<file path="src/rtl/user_input_device.sv">
// user_input_device: Avalon-MM slave front end for board push-buttons and slide
// switches. Both banks are sampled every clock, a sticky level interrupt is
// raised on any change, and the interrupt is cleared when the CPU reads the
// current input state.
module user_input_device #(
    parameter int unsigned NUM_KEYS     = 4,
    parameter int unsigned NUM_SWITCHES = 4
) (
    input  logic                             clk,
    input  logic                             reset,
    input  logic [NUM_KEYS-1:0]              keys,
    input  logic [NUM_SWITCHES-1:0]          switches,
    input  logic                             avl_read,
    output logic [NUM_SWITCHES+NUM_KEYS-1:0] avl_readdata,
    output logic                             avl_irq
);

    localparam int unsigned W = NUM_SWITCHES + NUM_KEYS;

    // Idle pin levels: buttons released (high), switches off (low).
    localparam logic [W-1:0] IDLE_VAL = {{NUM_SWITCHES{1'b0}}, {NUM_KEYS{1'b1}}};

    // Packed as {switches, keys}; keys occupy the LSBs.
    logic [W-1:0] sample_q;
    logic [W-1:0] state_q;
    logic         irq_q;
    logic         irq_d;
    logic         change;

    // Stage 1 doubles as the synchronizer for the asynchronous pins.
    always_ff @(posedge clk or negedge reset) begin
        if (!reset) begin
            sample_q <= IDLE_VAL;
        end else begin
            sample_q <= {switches, keys};
        end
    end

    // Stage 2 holds the last-seen state that software reads back.
    always_ff @(posedge clk or negedge reset) begin
        if (!reset) begin
            state_q <= IDLE_VAL;
        end else begin
            state_q <= sample_q;
        end
    end

    // Any difference between the two stages is a fresh input event.
    always_comb begin
        change = (sample_q != state_q);
    end

    // Interrupt next state: a change beats a read so no event is lost.
    always_comb begin
        irq_d = irq_q;
        if (change) begin
            irq_d = 1'b1;
        end else if (avl_read) begin
            irq_d = 1'b0;
        end
    end

    // Sticky interrupt flag; reset drops it immediately.
    always_ff @(posedge clk or negedge reset) begin
        if (!reset) begin
            irq_q <= 1'b0;
        end else begin
            irq_q <= irq_d;
        end
    end

    // Zero-wait-state read data; keys inverted so 1 means pressed.
    always_comb begin
        avl_readdata = {state_q[W-1:NUM_KEYS], ~state_q[NUM_KEYS-1:0]};
        avl_irq      = irq_q;
    end

endmodule

</file>
<file path="config.mk">
export PLATFORM = sky130hd
export DESIGN_NAME = user_input_device
export DESIGN_NICKNAME = d
export VERILOG_FILES = /design/src/rtl/user_input_device.sv
export SDC_FILE = /design/constraint.sdc
export NUM_CORES = 1
export LEC_CHECK = 0
export BUFFER_PORTS_ARGS = -buffer_cell sky130_fd_sc_hd__clkbuf_2
export CAP_MARGIN = 30
export CORE_AREA = 2 2 39 41
export CTS_BUF_LIST = sky130_fd_sc_hd__clkbuf_16
export DETAILED_ROUTE_END_ITERATION = 7
export DIE_AREA = 0 0 41 43
export PLACE_DENSITY_LB_ADDON = 0.25
export SYNTH_ARGS = -nofsm -noshare
export SYNTH_HDL_FRONTEND = slang
export SYNTH_SLANG_ARGS = --single-unit
</file>
<file path="constraint.sdc">
create_clock -name clk -period 1.9 [get_ports clk]
set_clock_uncertainty 0.15 [all_clocks]
set_input_delay 0.19 -clock clk [delete_from_list [all_inputs] [get_ports clk]]
set_output_delay 0.19 -clock clk [all_outputs]
set_load 0.02 [all_outputs]
</file>
==> results.cfg, run 1 <==
[outcome]
status = complete, no violations

[detailed_routing]
vias = 345
drc = 0
routedWlPerCell_um = 10.3
dr.pass1.iters = 2
wl_um = 832
initialDrtViolationCount = 2
ant_nets = 0
via_per_inst = 4.26

[global_routing]
track_usage_pct = 12.4
first_global_vias = 364
grt_pass1_wl_um = 1370
grt_max_degree = 18
antenna_found_initial = 0
grt_overflow_total = 0

[cells_and_area]
layout_commonest_cell = clkbuf_2
layout_common_cells = clkbuf_2, dfrtp_1, dlygate4sd3_1
fillCellCount = 120
drive_gt1_share_pct = 46.2
areaGrowthSynthToFinish_pct = 44.2
fin_nets = 77
diodes = 0

[sta]
final.min_clock_period_ns = 1.32
fmax_mhz = 759
rsz0062_at_grt = false
holdWs_ns = 0.0278
maxSlewHeadroom_pct = 73.3
slew_viol_final = 0
setup-tns-final_ns = 0
setup_viol = 0
period_share_pct = 69.4
hold_viol = 0
tightest_slew_ns = 0.400

[clock_tree]
post-cts-setup-buffers = 0
clock_latency_ns = 0.24
cts_tree = yes
clockBufferDepth = 2
cts_max_level = 1
numCtsBuffers = 3
clk_pin_slew_ns = 0.05
clockRootBuffer = clkbuf_16
clock_sinks = 17

[worst_setup_path]
crit_path_end_kind = flip-flop
critPathArrivalTime_ns = 1.27
start_kind = flip-flop
worstPathRequired_ns = 1.85
path_class = flip-flop to flip-flop
crit_fanout = 2

[floorplanning]
core_um2 = 1380
start_util_pct = 41.5
num_rows = 14
chipWidth_um = 41
die_y_um = 43
io_pins = 20
die_area_um2 = 1760

[logic_synthesis]
synth_cell_types = 9
syn_avg_cell_area_um2 = 15.5
syn_nets = 48
seq_area_frac_synth_pct = 75.8
netlist_area_um2 = 574
yosys_warnings = 0
netlist_instances = 37
synth.largest_area_cell = dfrtp_1
synth_seq_cells = 17
yosysTopAreaCellShare_pct = 39.2
ys_top_cells_by_area = dfrtp_1, dfstp_2, xor2_1

[power_and_ir_drop]
powerDensity_nw_per_um2 = 1050
leakagePower_nw = 0.410
ir_worst_vdd_uv = 932

[placement]
dp_hpwl_um = 557
io_buffer_count = 19
gp_congestion = 0.660

[hold_path]
min_path_type = primary input to flip-flop

[run]
cap_violations = 0
-- state kept, by name, indices dropped and copies added (netlist names) --
| register | cells |
|---|---|
| state_q | 8 |
| sample_q | 8 |
| avl_irq | 1 |
-- final timing paths --
check | from | slack (ns) | cells after the start | endpoint
min reg2reg | sample_q[0]$_DFF_PN1_ | 0.22 | 0 | state_q[0]$_DFF_PN1_
max in group asynchronous | reset | 1.02 | 2 | state_q[1]$_DFF_PN1_
min in group asynchronous | reset | 0.26 | 2 | avl_irq$_DFFE_PN0P_
max reg2reg | state_q[0]$_DFF_PN1_ | 0.58 | 3 | avl_irq$_DFFE_PN0P_
min | avl_read | 0.03 | 2 | avl_irq$_DFFE_PN0P_
max | state_q[0]$_DFF_PN1_ | 0.58 | 3 | avl_irq$_DFFE_PN0P_
-- per-layer routing --
metal  vias to the layer above  GRT usage (%)  share of wire [%]
met4                         0           6.00                  0
met5                         -              0                  0
met1                       167           12.9                 41
li1                        166              -                  -
met3                         0           6.28                4.8
met2                        12           19.7                 54
-- layout make-up --
type / count / area [um^2] / share of cell area, %
tap: 16 / 20.0 / 2.42
multi-input combinational: 11 / 90.1 / 10.9
clock buffer: 3 / 75.1 / 9.06
inverter: 5 / 18.8 / 2.27
timing repair buffer: 28 / 185 / 22.4
sequential: 17 / 435 / 52.6
clock inverter: 1 / 3.75 / 0.453
-- power by group --
part	switching, W	internal (W)
Clock	0.000123	0.000278
Combinational	0.0000321	0.0000337
Sequential	0.0000113	0.000387
-- worst max-delay path, stage by stage, from the launching register on --
cell and delay, ns:
dfstp_2 0.53, xor2_1 0.07, nor4_1 0.29, o2111ai_1 0.14
-- synthesized netlist by cell type, drive strengths merged --
master and count:
dfrtp 9, dfstp 8, xor2 7, inv 5
buf 4, nor3 1, nor4 1, o2111ai 1
xnor2 1
-- kinds of logic (layout without fill, tap and decap cells) --
logic type	Yosys count	in the layout	share of synthesized area [%]
XOR/XNOR	8	8	12.2
flip-flops	17	17	75.8
buffers and inverters	9	37	8.50
AO/OA/AOI/OAI	1	1	1.53
AND/OR/NAND/NOR	2	2	1.96
-- what timing repair did --
item	in CTS	in global routing
gates resized for setup	0	0
hold buffers	9	0
hold endpoints to repair	17	0
-- metrics by stage --
step	utilization, %	total power (W)	instance area, um^2	worst slack, ns	cells
3_3_place_gp	47.6	0.000456	659	0.643	68
5_1_grt	59.9	0.000908	828	0.460	81
4_1_cts	59.9	0.000881	828	0.557	81
6_report	59.9	0.000866	828	0.582	81
3_5_place_dp	47.6	0.000457	659	0.569	68
2_1_floorplan	-	0.000434	574	0.671	37
(Power assumes the default switching activity.)
==> run 2, diff against run 1 <==
--- a/config.mk
+++ b/config.mk
@@ -7,10 +7,10 @@
 export LEC_CHECK = 0
 export BUFFER_PORTS_ARGS = -buffer_cell sky130_fd_sc_hd__clkbuf_2
 export CAP_MARGIN = 30
-export CORE_AREA = 2 2 39 41
+export CORE_MARGIN = 2
+export CORE_UTILIZATION = 41
 export CTS_BUF_LIST = sky130_fd_sc_hd__clkbuf_16
 export DETAILED_ROUTE_END_ITERATION = 7
-export DIE_AREA = 0 0 41 43
 export PLACE_DENSITY_LB_ADDON = 0.25
 export SYNTH_ARGS = -nofsm -noshare
 export SYNTH_HDL_FRONTEND = slang
==> constraint.sdc (replaced) <==
create_clock -name clk -period 1.1 [get_ports clk]
set_clock_uncertainty 0.15 [all_clocks]
set_input_delay 0.11 -clock clk [delete_from_list [all_inputs] [get_ports clk]]
set_output_delay 0.11 -clock clk [all_outputs]
set_load 0.02 [all_outputs]
==> run 2 against run 1 <==
Effect of this change: the flow now finishes with violations (negative setup slack); sequential cell count unchanged; global-route usage up 0.50 points; clock power up 71%; non-clock buffer count up 4; total power up 77%; utilization up 10 points; first-iteration DRC count down 100%; via count up 2.6%; design area up 10%; die area down 2.7%; sequential share of layout area down 5.0 points; critical path type unchanged; largest cell class unchanged; largest power group is now registers.
==> results.cfg, run 2 (same netlist as run 1, synthesis figures left out) <==
[clock_tree]
clk_pin_slew_ns = 0.05
cts_max_level = 1
clock_latency_ns = 0.24
cts_tree = yes
numCtsBuffers = 3
clockRootBuffer = clkbuf_16
clock_sinks = 17
clockBufferDepth = 2

[cells_and_area]
fin_nets = 81
diodes = 0
fillCellCount = 99
drive_gt1_share_pct = 55.1
layout_commonest_cell = clkbuf_2
design_area_um2 = 915
areaGrowthSynthToFinish_pct = 59.3
layout_common_cells = clkbuf_2, dlygate4sd3_1, dfrtp_1

[detailed_routing]
met3_length_um = 65
top_layer = met3
drc = 0
ant_nets = 0
initialDrtViolationCount = 0
vias = 354
dr.pass1.iters = 1
dr_wl_met2_um = 472
via_per_inst = 4.21
wl_um = 899
routedWlPerCell_um = 10.7
wl_met1_um = 361

[power_and_ir_drop]
powerDensity_nw_per_um2 = 1670
total_power_w = 0.00153
leakagePower_nw = 0.440
ir_worst_vdd_uv = 1370

[floorplanning]
core_um2 = 1300
start_util_pct = 44.1
die_y_um = 41.4
io_pins = 20
num_rows = 13
chipWidth_um = 41.4
die_area_um2 = 1720

[worst_setup_path]
slowest_stage = dfstp_2
critPathArrivalTime_ns = 1.26
crit_fanout = 2
path_cells = xor2_1 > nor4_2 > o2111ai_1
path_class = flip-flop to flip-flop
crit_path_end_kind = flip-flop
cpPeakStageDelay_ns = 0.53
start_kind = flip-flop
worstPathRequired_ns = 1.06
critPathBufInv = 0
crit_family = flip-flops

[sta]
maxSlewHeadroom_pct = 73.4
period_share_pct = 119
fmax_mhz = 766
setup_viol = 6
setup-tns-final_ns = -0.716
tightest_slew_ns = 0.399
final.min_clock_period_ns = 1.31
slew_viol_final = 0
fin_ws_ns = -0.206
hold_viol = 0
rsz0062_at_grt = true

[placement]
pre_cts_ws_ns = -0.222
io_buffer_count = 19
gp_congestion = 0.610
placed_area_um2 = 666

[global_routing]
track_usage_pct = 12.9
antenna_found_initial = 0
grt_max_degree = 18
grt_overflow_total = 0
grt_pass1_wl_um = 1610
first_global_vias = 392

[hold_path]
min_path_type = primary input to async pin

[outcome]
violations = negative setup slack
status = finished with violations

[run]
cap_violations = 0
run 2: cell types whose count changed in the layout (fill, tap and decap cells not counted), sizes merged:
| cell | before | now |
|---|---|---|
| buf | 0 | 7 |
| clkbuf | 22 | 18 |
| dlygate4sd3 | 9 | 10 |
run 2: power by group:
group	internal, W	switching, W	leakage (nW)	total [W]
combinational	0.0000856	0.0000657	0.212	0.000151
sequential	0.000670	0.0000214	0.186	0.000691
clock	0.000480	0.000206	0.0423	0.000686
run 2: final cells by class:
class,instances,area [um^2],share of cell area [%]
Inverter,5,18.8,2.05
Sequential cell,17,435,47.6
Clock buffer,3,75.1,8.21
Clock inverter,1,3.75,0.410
Timing Repair Buffer,32,267,29.1
Multi-Input combinational cell,11,96.3,10.5
Tap cell,15,18.8,2.05
run 2: path summary, 6_finish.rpt:
check	startpoint	end	slack, ns	depth (start not counted)
worst min register to register	sample_q[2]$_DFF_PN1_	state_q[2]$_DFF_PN1_	0.22	0
max in group asynchronous	reset	state_q[0]$_DFF_PN1_	0.30	2
worst max register to register	state_q[1]$_DFF_PN1_	avl_irq$_DFFE_PN0P_	-0.21	3
min in group clk	sample_q[2]$_DFF_PN1_	state_q[2]$_DFF_PN1_	0.22	0
worst max-delay path	state_q[1]$_DFF_PN1_	avl_irq$_DFFE_PN0P_	-0.21	3
worst min-delay path	reset	state_q[5]$_DFF_PN0_	0.18	2
run 2: repair_timing:
action                     in CTS  in global routing
gates resized for setup        11                  8
pin swaps                       0                  2
hold buffers                   10                  0
hold endpoints to repair       26                  0
setup buffers                   1                  1
setup endpoints to repair       6                  6
run 2: metal layers:
metal  track usage [%]  up-vias
met3              6.09        0
met5                 0        -
li1                  -      175
met1              15.0      165
met2              19.4       14
met4              7.74        0
run 2: per-stage QoR:
stage / hold WS (ns) / utilization [%] / cells
floorplan: -0.336 / - / 37
global placement: -0.0978 / 51.2 / 68
detailed placement: -0.0974 / 51.2 / 68
CTS: 0.180 / 68.5 / 83
global route: 0.224 / 70.3 / 84
finish: 0.184 / 70.3 / 84
